$ cat config.mk
export PLATFORM = sky130hd
export DESIGN_NAME = mmio_timer_bank_flat
export DESIGN_NICKNAME = d
export VERILOG_FILES = /design/src/rtl/mmio_timer_bank_if.sv /design/src/rtl/mmio_timer_bank.sv /design/src/flat_wrapper.sv
export SDC_FILE = /design/constraint.sdc
export NUM_CORES = 1
export LEC_CHECK = 0
export CAP_MARGIN = 15
export CORE_MARGIN = 1
export CORE_UTILIZATION = 45
export CTS_CLUSTER_DIAMETER = 120
export DETAILED_ROUTE_END_ITERATION = 6
export PLACE_DENSITY_LB_ADDON = 0.05
export SKIP_CTS_REPAIR_TIMING = 1
export SLEW_MARGIN = 20
export SYNTH_ARGS = -nofsm -noshare
export SYNTH_HDL_FRONTEND = slang
export SYNTH_SLANG_ARGS = --single-unit
export TNS_END_PERCENT = 30
$ cat constraint.sdc
create_clock -name clk -period 3.8 [get_ports clk]
set_clock_uncertainty 0.2 [all_clocks]
set_input_delay 0.57 -clock clk [delete_from_list [all_inputs] [get_ports clk]]
set_output_delay 0.57 -clock clk [all_outputs]
set_load 0.02 [all_outputs]
$ cat src/rtl/mmio_timer_bank_if.sv
// Register-bus bundle for mmio_timer_bank: read/write strobes, byte address,
// write data and combinational read data.
interface mmio_timer_bank_if;
   logic        rd;
   logic        wr;
   logic [31:0] addr;
   logic [31:0] wdata;
   logic [31:0] rdata;

   modport master (output rd, wr, addr, wdata, input  rdata);
   modport slave  (input  rd, wr, addr, wdata, output rdata);
endinterface

$ cat src/rtl/mmio_timer_bank.sv
// Bank of NUM_CH memory-mapped reload timers with prescalers and a shared IRQ.
// Optional macro TIMER_ONESHOT_EN adds the TCON.OS one-shot bit.
module mmio_timer_ch #(
   parameter int PRESC_W = 16
) (
   input  logic        clk,
   input  logic        reset,
   input  logic        th_we,
   input  logic        tl_we,
   input  logic        tcon_we,
   input  logic        presc_we,
   input  logic        flag_clr,
   input  logic [31:0] wdata,
   output logic [31:0] th,
   output logic [31:0] tl,
   output logic [31:0] tcon_rd,
   output logic [31:0] presc_rd,
   output logic        flag
);
   logic [PRESC_W-1:0] presc, pc;
   logic en, ie, os, tick, ovf;

   assign tick     = en && (pc == presc);
   assign ovf      = tick && (tl == 32'hFFFF_FFFF);
   assign presc_rd = 32'(presc);

`ifdef TIMER_ONESHOT_EN
   always_ff @(posedge clk or negedge reset)
      if (!reset)       os <= 1'b0;
      else if (tcon_we) os <= wdata[3];
   assign tcon_rd = {28'd0, os, flag, ie, en};
`else
   assign os      = 1'b0;
   assign tcon_rd = {29'd0, flag, ie, en};
`endif

   always_ff @(posedge clk or negedge reset) begin
      if (!reset) begin
         th    <= '0;
         tl    <= '0;
         presc <= '0;
         pc    <= '0;
         en    <= 1'b0;
         ie    <= 1'b0;
         flag  <= 1'b0;
      end else begin
         if (th_we)    th    <= wdata;
         if (presc_we) presc <= wdata[PRESC_W-1:0];
         // Bus write to TL beats a same-cycle tick.
         if (tl_we)     tl <= wdata;
         else if (tick) tl <= ovf ? th : tl + 32'd1;
         if (!en || presc_we || tick) pc <= '0;
         else                         pc <= pc + PRESC_W'(1);
         if (tcon_we)        en <= wdata[0];
         else if (ovf && os) en <= 1'b0;
         if (tcon_we) ie <= wdata[1];
         // Hardware set wins over any software clear in the same cycle.
         if (ovf && ie)                             flag <= 1'b1;
         else if ((tcon_we && !wdata[2]) || flag_clr) flag <= 1'b0;
      end
   end
endmodule

module mmio_timer_bank #(
   parameter int          NUM_CH    = 2,
   parameter logic [31:0] BASE_ADDR = 32'h4000_0000,
   parameter int          PRESC_W   = 16
) (
   input  logic              clk,
   input  logic              reset,
   mmio_timer_bank_if.slave  bus,
   output logic              irqout
);
   logic [NUM_CH-1:0][31:0] th, tl, tcon_rd, presc_rd;
   logic [NUM_CH-1:0]       flag;
   logic [29:0]             woff;
   logic                    ch_hit, irq_hit;
   logic [1:0]              ch_idx, reg_sel;
   logic                    unused_addr_bits;

   // Decode on word offsets; a wrapped (below-base) offset fails both compares.
   assign woff             = bus.addr[31:2] - BASE_ADDR[31:2];
   assign ch_hit           = woff < 30'(4 * NUM_CH);
   assign irq_hit          = woff == 30'h10;
   assign ch_idx           = woff[3:2];
   assign reg_sel          = woff[1:0];
   assign unused_addr_bits = ^bus.addr[1:0];

   for (genvar c = 0; c < NUM_CH; c++) begin : g_ch
      logic sel;
      assign sel = bus.wr && ch_hit && (ch_idx == 2'(c));
      mmio_timer_ch #(.PRESC_W(PRESC_W)) u_ch (
         .clk      (clk),
         .reset    (reset),
         .th_we    (sel && reg_sel == 2'd0),
         .tl_we    (sel && reg_sel == 2'd1),
         .tcon_we  (sel && reg_sel == 2'd2),
         .presc_we (sel && reg_sel == 2'd3),
         .flag_clr (bus.wr && irq_hit && bus.wdata[c]),
         .wdata    (bus.wdata),
         .th       (th[c]),
         .tl       (tl[c]),
         .tcon_rd  (tcon_rd[c]),
         .presc_rd (presc_rd[c]),
         .flag     (flag[c])
      );
   end

   always_comb begin
      bus.rdata = '0;
      if (bus.rd) begin
         if (irq_hit) bus.rdata = 32'(flag);
         for (int c = 0; c < NUM_CH; c++)
            if (ch_hit && ch_idx == 2'(c))
               case (reg_sel)
                  2'd0:    bus.rdata = th[c];
                  2'd1:    bus.rdata = tl[c];
                  2'd2:    bus.rdata = tcon_rd[c];
                  default: bus.rdata = presc_rd[c];
               endcase
      end
   end

   assign irqout = |flag;
endmodule

$ cat src/flat_wrapper.sv
// flat-port wrapper written by rule: the top's interface ports become plain ports
module mmio_timer_bank_flat 
#(
   parameter int          NUM_CH    = 2,
   parameter logic [31:0] BASE_ADDR = 32'h4000_0000,
   parameter int          PRESC_W   = 16
)
  (clk, reset, irqout, bus_rd, bus_wr, bus_addr, bus_wdata, bus_rdata);
  mmio_timer_bank_if bus_i ();
  input  logic clk;
  input  logic reset;
  output logic irqout;
  input wire logic [$bits(bus_i.rd)-1:0] bus_rd;
  input wire logic [$bits(bus_i.wr)-1:0] bus_wr;
  input wire logic [$bits(bus_i.addr)-1:0] bus_addr;
  input wire logic [$bits(bus_i.wdata)-1:0] bus_wdata;
  output wire logic [$bits(bus_i.rdata)-1:0] bus_rdata;
  assign bus_i.rd = bus_rd;
  assign bus_i.wr = bus_wr;
  assign bus_i.addr = bus_addr;
  assign bus_i.wdata = bus_wdata;
  assign bus_rdata = bus_i.rdata;
  mmio_timer_bank #(.NUM_CH(NUM_CH), .BASE_ADDR(BASE_ADDR), .PRESC_W(PRESC_W)) u_core (.clk(clk), .reset(reset), .bus(bus_i), .irqout(irqout));
endmodule
Yosys cells after proc, flatten, opt, wreduce, memory -nomap -nowiden
Index checks and enable logic that the tools add are counted.
{"block": "classes", "add_sub_neg": 5, "order_cmp": 1, "eq_ne": 9, "muxes": 18, "reduce_logical": 40}
{"op": "$mux W32", "count": 9}
{"op": "$pmux W32 S3", "count": 2}
{"op": "$add A32 B1 Y32 const B", "count": 2}
{"op": "$eq A32 B32 Y1 const B", "count": 2}
{"op": "$add A16 B1 Y16 const B", "count": 2}
{"op": "$eq A16 B16 Y1", "count": 2}
{"op": "$mux W16", "count": 2}
{"op": "$eq A30 B5 Y1 const B", "count": 1}
{"op": "$lt A30 B4 Y1 const B", "count": 1}
{"op": "$sub A30 B29 Y30 const B", "count": 1}
{"op": "$logic_and A1 B1 Y1", "count": 24}
{"op": "$reduce_bool A2 Y1", "count": 4}
{"op": "$logic_or A1 B1 Y1", "count": 6}
{"op": "$eq A2 B1 Y1 const B", "count": 2}
{"op": "$eq A2 B2 Y1 const B", "count": 2}
{"op": "$logic_not A2 Y1", "count": 2}
{"op": "$mux W1", "count": 4}
{"op": "$logic_not A1 Y1", "count": 3}
{"op": "$mux W2", "count": 1}
{"op": "$reduce_or A2 Y1", "count": 1}
{"block": "word_totals", "regBits": 198, "inputBits": 68, "output_inout_bits": 33}

Depth between registers and ports, before layout
{"block": "logic_depth", "depth_word": 9, "ltp_mapped": 10}

Hierarchy
Synthesis repeated with hierarchy kept, for this count alone.
{"block": "unflattened", "hier_cells": 1287, "area_unflattened_um2": 13675.6}
{"mod": "mmio_timer_ch", "n_inst": 2, "cells_per_inst": 542, "area_each_um2": 5571.6}
{"mod": "mmio_timer_bank", "n_inst": 1, "cells_per_inst": 203, "area_each_um2": 2532.4}

Least setup slack after synthesis
Ideal clock, no wire load.
{"block": "synth_timing", "path_type": "in2out", "from": "in bus_addr[28]", "to": "out bus_rdata[10]", "arrival_time_ns": 2.352, "required_ns": 3.030, "slack_ns": 0.678, "cell_stages": 8, "path_buffers": 3, "cell_sequence": "nor4b_1 nand4_1 buf_2 or4_1 buf_2 clkbuf_1 o22ai_1 and2_1"}
{"block": "synth_via", "elab_chain_cells": 6}
{"element": "from (decl)", "line_no": "flat_wrapper.sv:15", "source": "input wire logic [$bits(bus_i.addr)-1:0] bus_addr;"}
{"element": "$sub A30 B29 Y30 (*)", "line_no": "mmio_timer_bank.sv:82", "source": "assign woff = bus.addr[31:2] - BASE_ADDR[31:2];"}
{"element": "$lt A30 B4 Y1 (*)", "line_no": "mmio_timer_bank.sv:83", "source": "assign ch_hit = woff < 30'(4 * NUM_CH);"}
{"element": "$logic_and A1 B1 Y1", "line_no": "mmio_timer_bank.sv:114", "source": "if (ch_hit && ch_idx == 2'(c))"}
{"element": "$mux W32", "line_no": "mmio_timer_bank.sv:114"}
{"element": "$mux W32 (*)", "line_no": "mmio_timer_bank.sv:114"}
{"element": "$mux W32 (*)", "line_no": "mmio_timer_bank.sv:111", "source": "if (bus.rd) begin"}
{"element": "to (decl)", "line_no": "flat_wrapper.sv:17", "source": "output wire logic [$bits(bus_i.rdata)-1:0] bus_rdata;"}
Mark *: on every way between the ends. The rest lies on a longest branch, timed or not.

Worst setup path after layout
{"block": "layout_timing", "from": "in bus_addr[16]", "to": "out bus_rdata[12]"}
Same word-level chain as after synthesis.

==> results.ini <==
[setup_path]
regToRegEndpoint = u_core.g_ch[1].u_ch.tl[13]$_DFFE_PN0P_
critical_path_class = input port to primary output
arrival_ps = 2960
reg2reg_depth = 7
startpoint = bus_addr[16]
crit_path_frequent_cell = buf_4
critPathMaxFanout = 15
timing.critical_path.to = bus_rdata[12]
critical-path-max-stage-delay_ps = 420
rrSetupSlack_ps = 770
start_kind = input port
timing.rr.start = u_core.g_ch[1].u_ch.pc[12]$_DFF_PN0_
endpoint_kind = primary output
critical_path.slowest_cell = clkdlybuf4s50_1
worstPathRequired_ps = 3030
crit_chain = clkdlybuf4s50_1, nor4_1, nand3_1, buf_4, or4_1, buf_4, o22ai_1, and2_1, dlymetal6s2s_1

[pwr]
ir_worst_vdd_mv = 0.296
pwr_density_cell_nw_per_um2 = 302
power.total_mw = 4.32
leakagePower_nw = 6.71

[placed_design]
placed_area_um2 = 13600
numPortBuffers = 98
dp_slack_ps = -254
gp_congestion = 0.859
hpwl_um = 27600

[sta]
period_needed_ps = 3730
max-slew-margin-rel_pct = 45.1
max_freq_ghz = 0.268
worst_slew_pin_slew_ps = 812
hold_viol_final = 12
drv_slew = 0
post-route-period-util_pct = 98.1
setup_ws_ps = 71.9
whs_ps = -31.9
finalSetupViolCount = 0

[yosys]
synth.area.top_cells = dfrtp_1, mux2_2, mux2i_1, nand2_1, nor2_1
avgSynthCellArea_um2 = 9.67
syn_nets = 1327
ys_top_cells_by_count = dfrtp_1, nand2_1, nor2_1, mux2_2, a21oi_1
netlist.area_leader.share_pct = 40.8
yosysMostFrequentCell = dfrtp_1
synth_edf_count = 0
ys_seq_area_share_pct = 40.8
synth_cells = 1255
ys.flop_type = dfrtp_1
async_flop_share_pct = 100
synth_top_cell_by_area = dfrtp_1
synth.distinct_cells = 76
syn_area_um2 = 12100
synth_seq_cells = 198
yosysWarnings = 0

[floorplan]
std_cell_rows = 59
die-height_um = 166
die_w_um = 166
top_level_ports = 101
die_area_um2 = 27600
start_util_pct = 46.2
core_um2 = 26300

[job]
cap_violations = 0

[detailed_routing]
first_pass_iters = 7
route.detailed.drc = 12
drt_iter0_markers = 937
drt_wl_total_um = 38700
wire_per_inst_um = 22.8
ant_nets = 0
viasPerCell = 6.11
num_vias = 10400

[global_routing]
antenna_found_initial = 0
first_global_vias = 9922
grt_usage_pct = 28.5
grt-ovfl-total = 0
grt_max_degree = 92
grt_pass1_wl_um = 59700

[clocking]
insertion_delay_ps = 460
numCtsBuffers = 17
path_clk_slew_ps = 70
root_buffer = clkbuf_16
cts_num_sinks = 198
cts_tree = built
htree_levels = 4
cts_buffer_depth = 2

[outcome]
outcome = complete, but fails checks
violations = design-rule violations, negative hold slack

[worst_hold_path]
hold_class = input port to asynchronous set/reset pin

[layout]
design_area_um2 = 14300
drive_gt1_share_pct = 16.4
synthToLayoutAreaGrowth_pct = 18.0
num_antenna_cells = 0
fin_util_pct = 54.5
fillCellCount = 2410
num-nets-final = 1419

[per-stage QoR]
step	hold slack, ps	cells	setup TNS [ps]
after global routing	39.0	1695	-396
after detailed placement	306	1663	-5730
after CTS	28.3	1695	-6260
final	-31.9	1695	0
after floorplan	74.4	1255	0
after global placement	295	1663	-4820
[worst max-delay path: cells and delay by family]
kind,cells,cell delay [ps]
simple gates,4,1110
buf+inv,4,1030
compound gates,1,230
[power breakdown]
group	switching, mW	total [mW]	internal, mW	leakage (nW)
clock	0.912	1.93	1.01	0.300
sequential	0.000676	2.11	2.11	2.47
combinational	0.180	0.293	0.113	3.93
[state kept, by name, indices dropped and copies added, names as in the netlist]
register	flops
u_core.g_ch.u_ch.th	64
u_core.g_ch.u_ch.en	2
u_core.g_ch.u_ch.flag	2
u_core.g_ch.u_ch.pc	32
u_core.g_ch.u_ch.ie	2
u_core.g_ch.u_ch.tl	64
u_core.g_ch.u_ch.presc	32
[routing by layer]
layer | vias up | global-route usage, % | part of all wire [%]
met3 | 48 | 4.19 | 5.6
met2 | 338 | 44.6 | 46
met1 | 5189 | 40.3 | 46
met4 | 0 | 9.58 | 2.9
met5 | - | 0 | 0
li1 | 4788 | - | -
[layout by cell type, fill, tap and decap left out, drive strengths merged, types with 27 or more instances in the layout]
cell,n
a31oi,27
buf,57
o22ai,30
nand2,115
a21oi,80
xor2,28
xnor2,37
mux2i,72
o21ai,27
nand3,37
and3,30
clkdlybuf4s50,64
nor2,119
mux2,101
dlymetal6s2s,31
and2,36
dfrtp,198
[kinds of logic after synthesis]
kind of cell	count (synthesis)	synth area share, %
AO/OA/AOI/OAI	251	13.6
XOR/XNOR	65	4.69
adder cells (fa/ha/maj)	4	0.412
multiplexers	179	16.4
flip-flops	198	40.8
AND/OR/NAND/NOR	469	20.4
buffers and inverters	89	3.57
[cell type report]
cell class | instances | area [µm²] | area share (%)
Clock buffer | 19 | 443 | 3.09
Clock inverter | 13 | 161 | 1.13
Inverter | 8 | 30.0 | 0.210
Multi-Input combinational cell | 968 | 6780 | 47.3
Sequential cell | 198 | 4950 | 34.6
Tap cell | 335 | 419 | 2.93
Timing Repair Buffer | 154 | 1540 | 10.7
[worst min-delay path by stage]
stage / start / to / slack, ps / cells after the start
after global routing: reset / u_core.g_ch[1].u_ch.tl[21]$_DFFE_PN0P_ / 40 / 1
after CTS: reset / u_core.g_ch[1].u_ch.tl[21]$_DFFE_PN0P_ / 30 / 1
after global placement: u_core.g_ch[0].u_ch.th[1]$_DFFE_PN0P_ / u_core.g_ch[0].u_ch.th[1]$_DFFE_PN0P_ / 300 / 1
after floorplan: reset / u_core.g_ch[0].u_ch.en$_DFFE_PN0P_ / 70 / 0
after detailed placement: u_core.g_ch[0].u_ch.th[6]$_DFFE_PN0P_ / u_core.g_ch[0].u_ch.th[6]$_DFFE_PN0P_ / 310 / 1
final: reset / u_core.g_ch[1].u_ch.th[27]$_DFFE_PN0P_ / -30 / 1
(Power assumes the default switching activity.)
